`src/rtl/psm_pkg.sv`:
```
`default_nettype none
// ============================================================================
// Module      : psm_pkg
// Description : Shared definitions for the PSM (pulse-skipping modulation)
//               generator/decoder pair: decoder state type, default
//               resolution and skip limit, and the period helper.
// Revision    : 1.0 - initial release
// ============================================================================
package psm_pkg;

    // Defaults shared with the open-loop PSM generator
    localparam int unsigned c_DEF_RESOLUTION = 8;
    localparam int unsigned c_DEF_SKIP_MAX   = 15;

    // Decoder state
    typedef enum logic [1:0] {
        IDLE = 2'd0,
        HIGH = 2'd1,
        LOW  = 2'd2
    } psm_state_t;

    // PWM period in clk cycles for a given resolution
    function automatic int unsigned period(input int unsigned resolution);
        return 32'd1 << resolution;
    endfunction

endpackage
`default_nettype wire

```
`src/rtl/sync_edge_detect.sv`:
```
`default_nettype none
// ============================================================================
// Module      : sync_edge_detect
// Description : Two-flop synchronizer for an asynchronous input followed by a
//               delay flop, producing single-cycle rise and fall strobes.
// Ports       : clk    - system clock
//               rst    - asynchronous active-high reset
//               i_din  - asynchronous input
//               o_rise - synchronized level went 0 -> 1 this cycle
//               o_fall - synchronized level went 1 -> 0 this cycle
// Revision    : 1.0 - initial release
// ============================================================================
module sync_edge_detect (
    input  logic clk,
    input  logic rst,
    input  logic i_din,
    output logic o_rise,
    output logic o_fall
);

    logic r_meta;   // first synchronizer stage, may go metastable
    logic r_s_q;    // synchronized level
    logic r_s_d;    // synchronized level delayed by one cycle

    always_ff @(posedge clk or posedge rst) begin
        if (rst) begin
            r_meta <= 1'b0;
            r_s_q  <= 1'b0;
            r_s_d  <= 1'b0;
        end else begin
            r_meta <= i_din;
            r_s_q  <= r_meta;
            r_s_d  <= r_s_q;
        end
    end

    assign o_rise =  r_s_q & ~r_s_d;
    assign o_fall = ~r_s_q &  r_s_d;

endmodule
`default_nettype wire

```
`src/rtl/psm_decoder.sv`:
```
`default_nettype none
// ============================================================================
// Module      : psm_decoder
// Description : Receive-side PSM decoder. For every received pulse reports
//               the previous pulse width, the number of empty PWM period
//               boundaries before the current rising edge, and whether that
//               edge landed on a period boundary. Flags loss of signal and
//               stuck-high input.
// Ports       : clk       - system clock
//               rst       - asynchronous active-high reset
//               psm_in    - PSM waveform (may be asynchronous to clk)
//               valid_o   - one-cycle strobe qualifying duty/skip/aligned
//               duty_o    - high time of previous pulse (clk cycles)
//               skip_o    - empty boundaries between previous pulse and edge
//               aligned_o - current rising edge fell on a period boundary
//               lost_o    - level: loss of signal or stuck-high detected
// Revision    : 1.0 - initial release
// ============================================================================
module psm_decoder
    import psm_pkg::*;
#(
    parameter int unsigned RESOLUTION = c_DEF_RESOLUTION,
    parameter int unsigned SKIP_MAX   = c_DEF_SKIP_MAX,
    localparam int unsigned SKIP_W    = $clog2(SKIP_MAX + 1)
) (
    input  logic                  clk,
    input  logic                  rst,
    input  logic                  psm_in,
    output logic                  valid_o,
    output logic [RESOLUTION-1:0] duty_o,
    output logic [SKIP_W-1:0]     skip_o,
    output logic                  aligned_o,
    output logic                  lost_o
);

    localparam logic [RESOLUTION-1:0] c_CNT_ONE  = RESOLUTION'(1);
    localparam logic [SKIP_W-1:0]     c_SKIP_MAX = SKIP_W'(SKIP_MAX);

    logic w_rise;
    logic w_fall;
    logic w_boundary;

    psm_state_t            r_state;
    logic [RESOLUTION-1:0] r_slot_cnt;   // position within the current period
    logic [RESOLUTION-1:0] r_width_cnt;  // high time of the pulse in progress
    logic [RESOLUTION-1:0] r_duty;       // width of the last completed pulse
    logic [SKIP_W-1:0]     r_skip_acc;   // empty boundaries since last pulse

    sync_edge_detect u_sync (
        .clk    (clk),
        .rst    (rst),
        .i_din  (psm_in),
        .o_rise (w_rise),
        .o_fall (w_fall)
    );

    // The period grid is anchored to the last rising edge; slot 0 marks
    // a boundary. Meaningless while idle, so it is masked there.
    assign w_boundary = (r_slot_cnt == '0) && (r_state != IDLE);

    always_ff @(posedge clk or posedge rst) begin
        if (rst) begin
            r_state     <= IDLE;
            r_slot_cnt  <= '0;
            r_width_cnt <= '0;
            r_duty      <= '0;
            r_skip_acc  <= '0;
            valid_o     <= 1'b0;
            duty_o      <= '0;
            skip_o      <= '0;
            aligned_o   <= 1'b0;
            lost_o      <= 1'b0;
        end else begin
            valid_o <= 1'b0;

            // Rising edge is slot 0, so the following cycle is slot 1
            if (w_rise) begin
                r_slot_cnt <= c_CNT_ONE;
            end else begin
                r_slot_cnt <= r_slot_cnt + c_CNT_ONE;
            end

            case (r_state)
                IDLE: begin
                    // First pulse after idle has no predecessor to report
                    if (w_rise) begin
                        lost_o      <= 1'b0;
                        r_skip_acc  <= '0;
                        r_width_cnt <= c_CNT_ONE;
                        r_state     <= HIGH;
                    end
                end

                HIGH: begin
                    // Reaching a boundary while high means the pulse spans
                    // a full period; this also keeps width_cnt from wrapping.
                    if (w_boundary) begin
                        lost_o  <= 1'b1;
                        r_state <= IDLE;
                    end else if (w_fall) begin
                        r_duty  <= r_width_cnt;
                        r_state <= LOW;
                    end else begin
                        r_width_cnt <= r_width_cnt + c_CNT_ONE;
                    end
                end

                LOW: begin
                    // A rise landing on a boundary is a new pulse, not a skip
                    if (w_rise) begin
                        valid_o     <= 1'b1;
                        duty_o      <= r_duty;
                        skip_o      <= r_skip_acc;
                        aligned_o   <= (r_slot_cnt == '0);
                        r_width_cnt <= c_CNT_ONE;
                        r_skip_acc  <= '0;
                        r_state     <= HIGH;
                    end else if (w_boundary) begin
                        if (r_skip_acc == c_SKIP_MAX) begin
                            lost_o  <= 1'b1;
                            r_state <= IDLE;
                        end else begin
                            r_skip_acc <= r_skip_acc + SKIP_W'(1);
                        end
                    end
                end

                default: begin
                    r_state <= IDLE;
                end
            endcase
        end
    end

endmodule
`default_nettype wire

```
`config.mk`:
```
export PLATFORM = sky130hd
export DESIGN_NAME = psm_decoder
export DESIGN_NICKNAME = d
export VERILOG_FILES = /design/src/rtl/psm_pkg.sv /design/src/rtl/sync_edge_detect.sv /design/src/rtl/psm_decoder.sv
export SDC_FILE = /design/constraint.sdc
export NUM_CORES = 1
export LEC_CHECK = 0
export BUFFER_PORTS_ARGS = -buffer_cell sky130_fd_sc_hd__buf_2
export CORE_MARGIN = 2
export CORE_UTILIZATION = 35
export CTS_BUF_LIST = sky130_fd_sc_hd__clkbuf_8
export CTS_CLUSTER_SIZE = 14
export DETAILED_ROUTE_END_ITERATION = 8
export GPL_TIMING_DRIVEN = 0
export MAX_ROUTING_LAYER = met4
export SYNTH_ARGS = -nofsm -noshare
export SYNTH_HDL_FRONTEND = slang
export SYNTH_HIERARCHICAL = 1
export SYNTH_SLANG_ARGS = --single-unit
export TNS_END_PERCENT = 30
```
`constraint.sdc`:
```
create_clock -name clk -period 6.2 [get_ports clk]
set_input_delay 1.24 -clock clk [delete_from_list [all_inputs] [get_ports clk]]
set_output_delay 1.24 -clock clk [all_outputs]
set_load 0.03 [all_outputs]
```
==> flow_summary_export.csv <==
group,metric,value,unit
yosys,yosys_warnings,6,
placement,dpl.hpwl,3000,µm
clock_network,cts_resized,0,
routing,drt_iter0_drc,89,
die,row_count,29,
worst_setup_path,slowest_delay,0.48,ns
worst_setup_path,crit_family,"compound AO/OA/AOI/OAI gates",
finish,area_growth,13.7,%
die,core,6280,µm²
finish,regArea,1200,µm²
worst_setup_path,crit_arrival,2.56,ns
yosys,ys.flop_type,"dfrtp_1",
power_and_ir_drop,peakVddDrop,0.141,mV
finish,num_antenna_cells,0,
yosys,synth_edf_count,0,
clock_network,cts_setup_buffers,0,
clock_network,clock_latency,0.30,ns
yosys,synth.distinct_cells,40,
die,initial_core_util,0.360,
grt,grtUsageTotal,0.131,
finish,multi_input_area,986,µm²
power_and_ir_drop,switchingPower,372,µW
power_and_ir_drop,power_density,390,nW/µm²
routing,ant_nets,0,
yosys,synth_cells,204,
routing,wl_per_cell,13.4,µm
finish,final_common_cell,"dfrtp_1",
status,status,"finished, final reports clean",
die,die_y,84.3,µm
sta,layout_setup_ws,3.80,ns
yosys,ys_seq_area_frac,0.532,
yosys,yosys-top-cells-area,"dfrtp_1 (53%), mux2_2 (10%), ha_1 (4.4%)",
clock_network,cts.clk_slew.worst_paths,0.08,ns
sta,hold_violations,0,
sta,tightest_slew,0.528,ns
grt,grt_first_pass_wirelength,7400,µm
finish,drive_gt1_frac,0.226,
worst_setup_path,crit_path_start_kind,"flip-flop",
grt,grt_antenna_before_repair,0,
finish,n_fill_cell,628,
finish,most-common-layout-cells,"dfrtp_1 (48), mux2_2 (20), buf_2 (19)",
sta,fmax,0.417,GHz
worst_setup_path,crit_fanout,10,
die,io_pins,18,
grt,grt_pass1_vias,1540,
die,die_w,84.3,µm
sta,tns,0,ns
yosys,syn_avg_cell_area,11.1,µm²
placement,pre_cts_ws,3.83,ns
sta,setup_viol,0,
yosys,synth.top_cell.area_share,0.532,
worst_setup_path,crit_path_cell_trace,"inv_1 > ha_1 > buf_2 > nor4_1 > a21oi_1 > o21ai_0 > o21ai_0",
power_and_ir_drop,combinationalPowerShare,0.365,
finish,nNetsFinal,240,
sta,skew,0.00820,ns
clock_network,cts_tree,"built",
routing,dr.pass1.iters,4,
worst_setup_path,crit_type,"reg -> reg",
sta,slew_headroom,0.643,
routing,vias_per_cell,5.22,
yosys,syn_area,2260,µm²
yosys,synthArstFlopShare,1.00,
sta,rsz0062_at_grt,"no",
worst_setup_path,cp_num_buf_inv,2,
grt,gr-total-overflow,0,
worst_setup_path,cpMostUsedCell,"o21ai_0",
clock_network,cts_buffers,5,
clock_network,clock_tree.htree_level_count,2,
worst_setup_path,cp.required,6.36,ns
die,die-area,7110,µm²
routing,drc,0,
yosys,synth_nets,215,
placement,gp_congestion,0.808,
worst_hold_path,hp-class,"reg -> reg",
routing,vias,1604,
grt,grt_max_degree,31,
flow_run,drv_cap,0,
clock_network,root_buffer,"clkbuf_8",
worst_setup_path,end_kind,"flip-flop",
sta,min_period,2.40,ns
placement,port_buffers,17,
power_and_ir_drop,pwr-share-clk,0.219,
yosys,yosysTopAreaCell,"dfrtp_1",
clock_network,clk_path_buf_depth,2,
power_and_ir_drop,p_leak,1.24,nW
clock_network,cts_hold_buf,0,
sta,maxSlewViolCount,0,
sta,timing.final.crit_share,0.387,
worst_setup_path,crit_slowest_cell,"dfrtp_1",
power_and_ir_drop,p_seq_frac,0.415,
clock_network,clkSinkCount,48,
power_and_ir_drop,power.internal,629,µW
power_and_ir_drop,switching_share,0.371,
yosys,ys_ff_latch,48,
routing,routed_wl,4120,µm
## power groups by stage
| stage | Sequential (mW) | Combinational (mW) | Clock [mW] |
|---|---|---|---|
| 6_report | 0.416 | 0.366 | 0.219 |
| 5_1_grt | 0.426 | 0.406 | 0.242 |
| 4_1_cts | 0.416 | 0.368 | 0.229 |
| 3_5_place_dp | 0.422 | 0.365 | 0 |
| 3_3_place_gp | 0.419 | 0.364 | 0 |
| 2_1_floorplan | 0.439 | 0.258 | 0 |
## state kept, by name, indices dropped and copies added, names as in the netlist
name,flops
r_state,2
duty_o,8
r_slot_cnt,8
lost_o,1
r_skip_acc,4
u_sync/r_meta,1
aligned_o,1
valid_o,1
u_sync/r_s_q,1
r_width_cnt,8
skip_o,4
r_duty,8
u_sync/r_s_d,1
## cell type report
cell class,instances,share of cell area
Clock buffer,5,0.0268
Timing Repair Buffer,18,0.0410
Multi-Input combinational cell,138,0.384
Clock inverter,3,0.0151
Tap cell,77,0.0375
Inverter,11,0.0161
Buffer,7,0.0112
Sequential cell,48,0.468
## synthesized netlist by cell type, types with 2 or more instances
| master | instances |
|---|---|
| and3_1 | 4 |
| a32o_1 | 4 |
| dfrtp_1 | 48 |
| xor2_1 | 4 |
| nor4_1 | 3 |
| nand2b_1 | 2 |
| nand3_1 | 12 |
| nor3_1 | 2 |
| a21oi_1 | 5 |
| o22ai_1 | 2 |
| clkbuf_1 | 5 |
| nor2_1 | 12 |
| or4_1 | 4 |
| o211ai_1 | 5 |
| o21ai_0 | 12 |
| nand2_1 | 16 |
| xnor2_1 | 2 |
| buf_2 | 2 |
| nor2b_1 | 3 |
| mux2_2 | 20 |
| ha_1 | 8 |
| inv_1 | 11 |
## metrics by stage
step	hold slack [ns]	power [mW]	cells	util	cell area (µm²)
after floorplan	0.331	0.696	204	-	2260
after global placement	0.333	0.783	298	0.388	2440
after detailed placement	0.336	0.787	299	0.392	2460
after CTS	0.355	1.01	307	0.409	2570
after global routing	0.378	1.07	307	0.409	2570
final	0.353	1.00	307	0.409	2570
## worst paths after layout
kind | slack (ns) | end | cells past startpoint | startpoint
max reg2reg | 3.80 | r_width_cnt[1] | 7 | r_state[0]
max | 3.80 | r_width_cnt[1] | 7 | r_state[0]
max in group asynchronous | 4.80 | r_width_cnt[4] | 3 | rst
min | 0.35 | u_sync/r_s_q | 0 | u_sync/r_meta
min in group asynchronous | 0.81 | u_sync/r_meta | 2 | rst
min reg2reg | 0.35 | u_sync/r_s_q | 0 | u_sync/r_meta
## layer usage
metal	wire length (µm)	vias up	GRT usage
met5	0	-	-
met4	75	0	0.0484
met3	126	6	0.0295
met2	1830	24	0.192
met1	2090	788	0.180
li1	-	786	-
## cells by family after synthesis
logic type               count (synthesis)  share of synthesized area
adder cells (fa/ha/maj)                  8                     0.0443
flip-flops                              48                      0.532
AO/OA/AOI/OAI                           38                      0.114
buffers and inverters                   18                     0.0310
XOR/XNOR                                 6                     0.0233
AND/OR/NAND/NOR                         65                      0.151
multiplexers                            21                      0.104
Note: power is estimated with default switching activity, not from simulation.
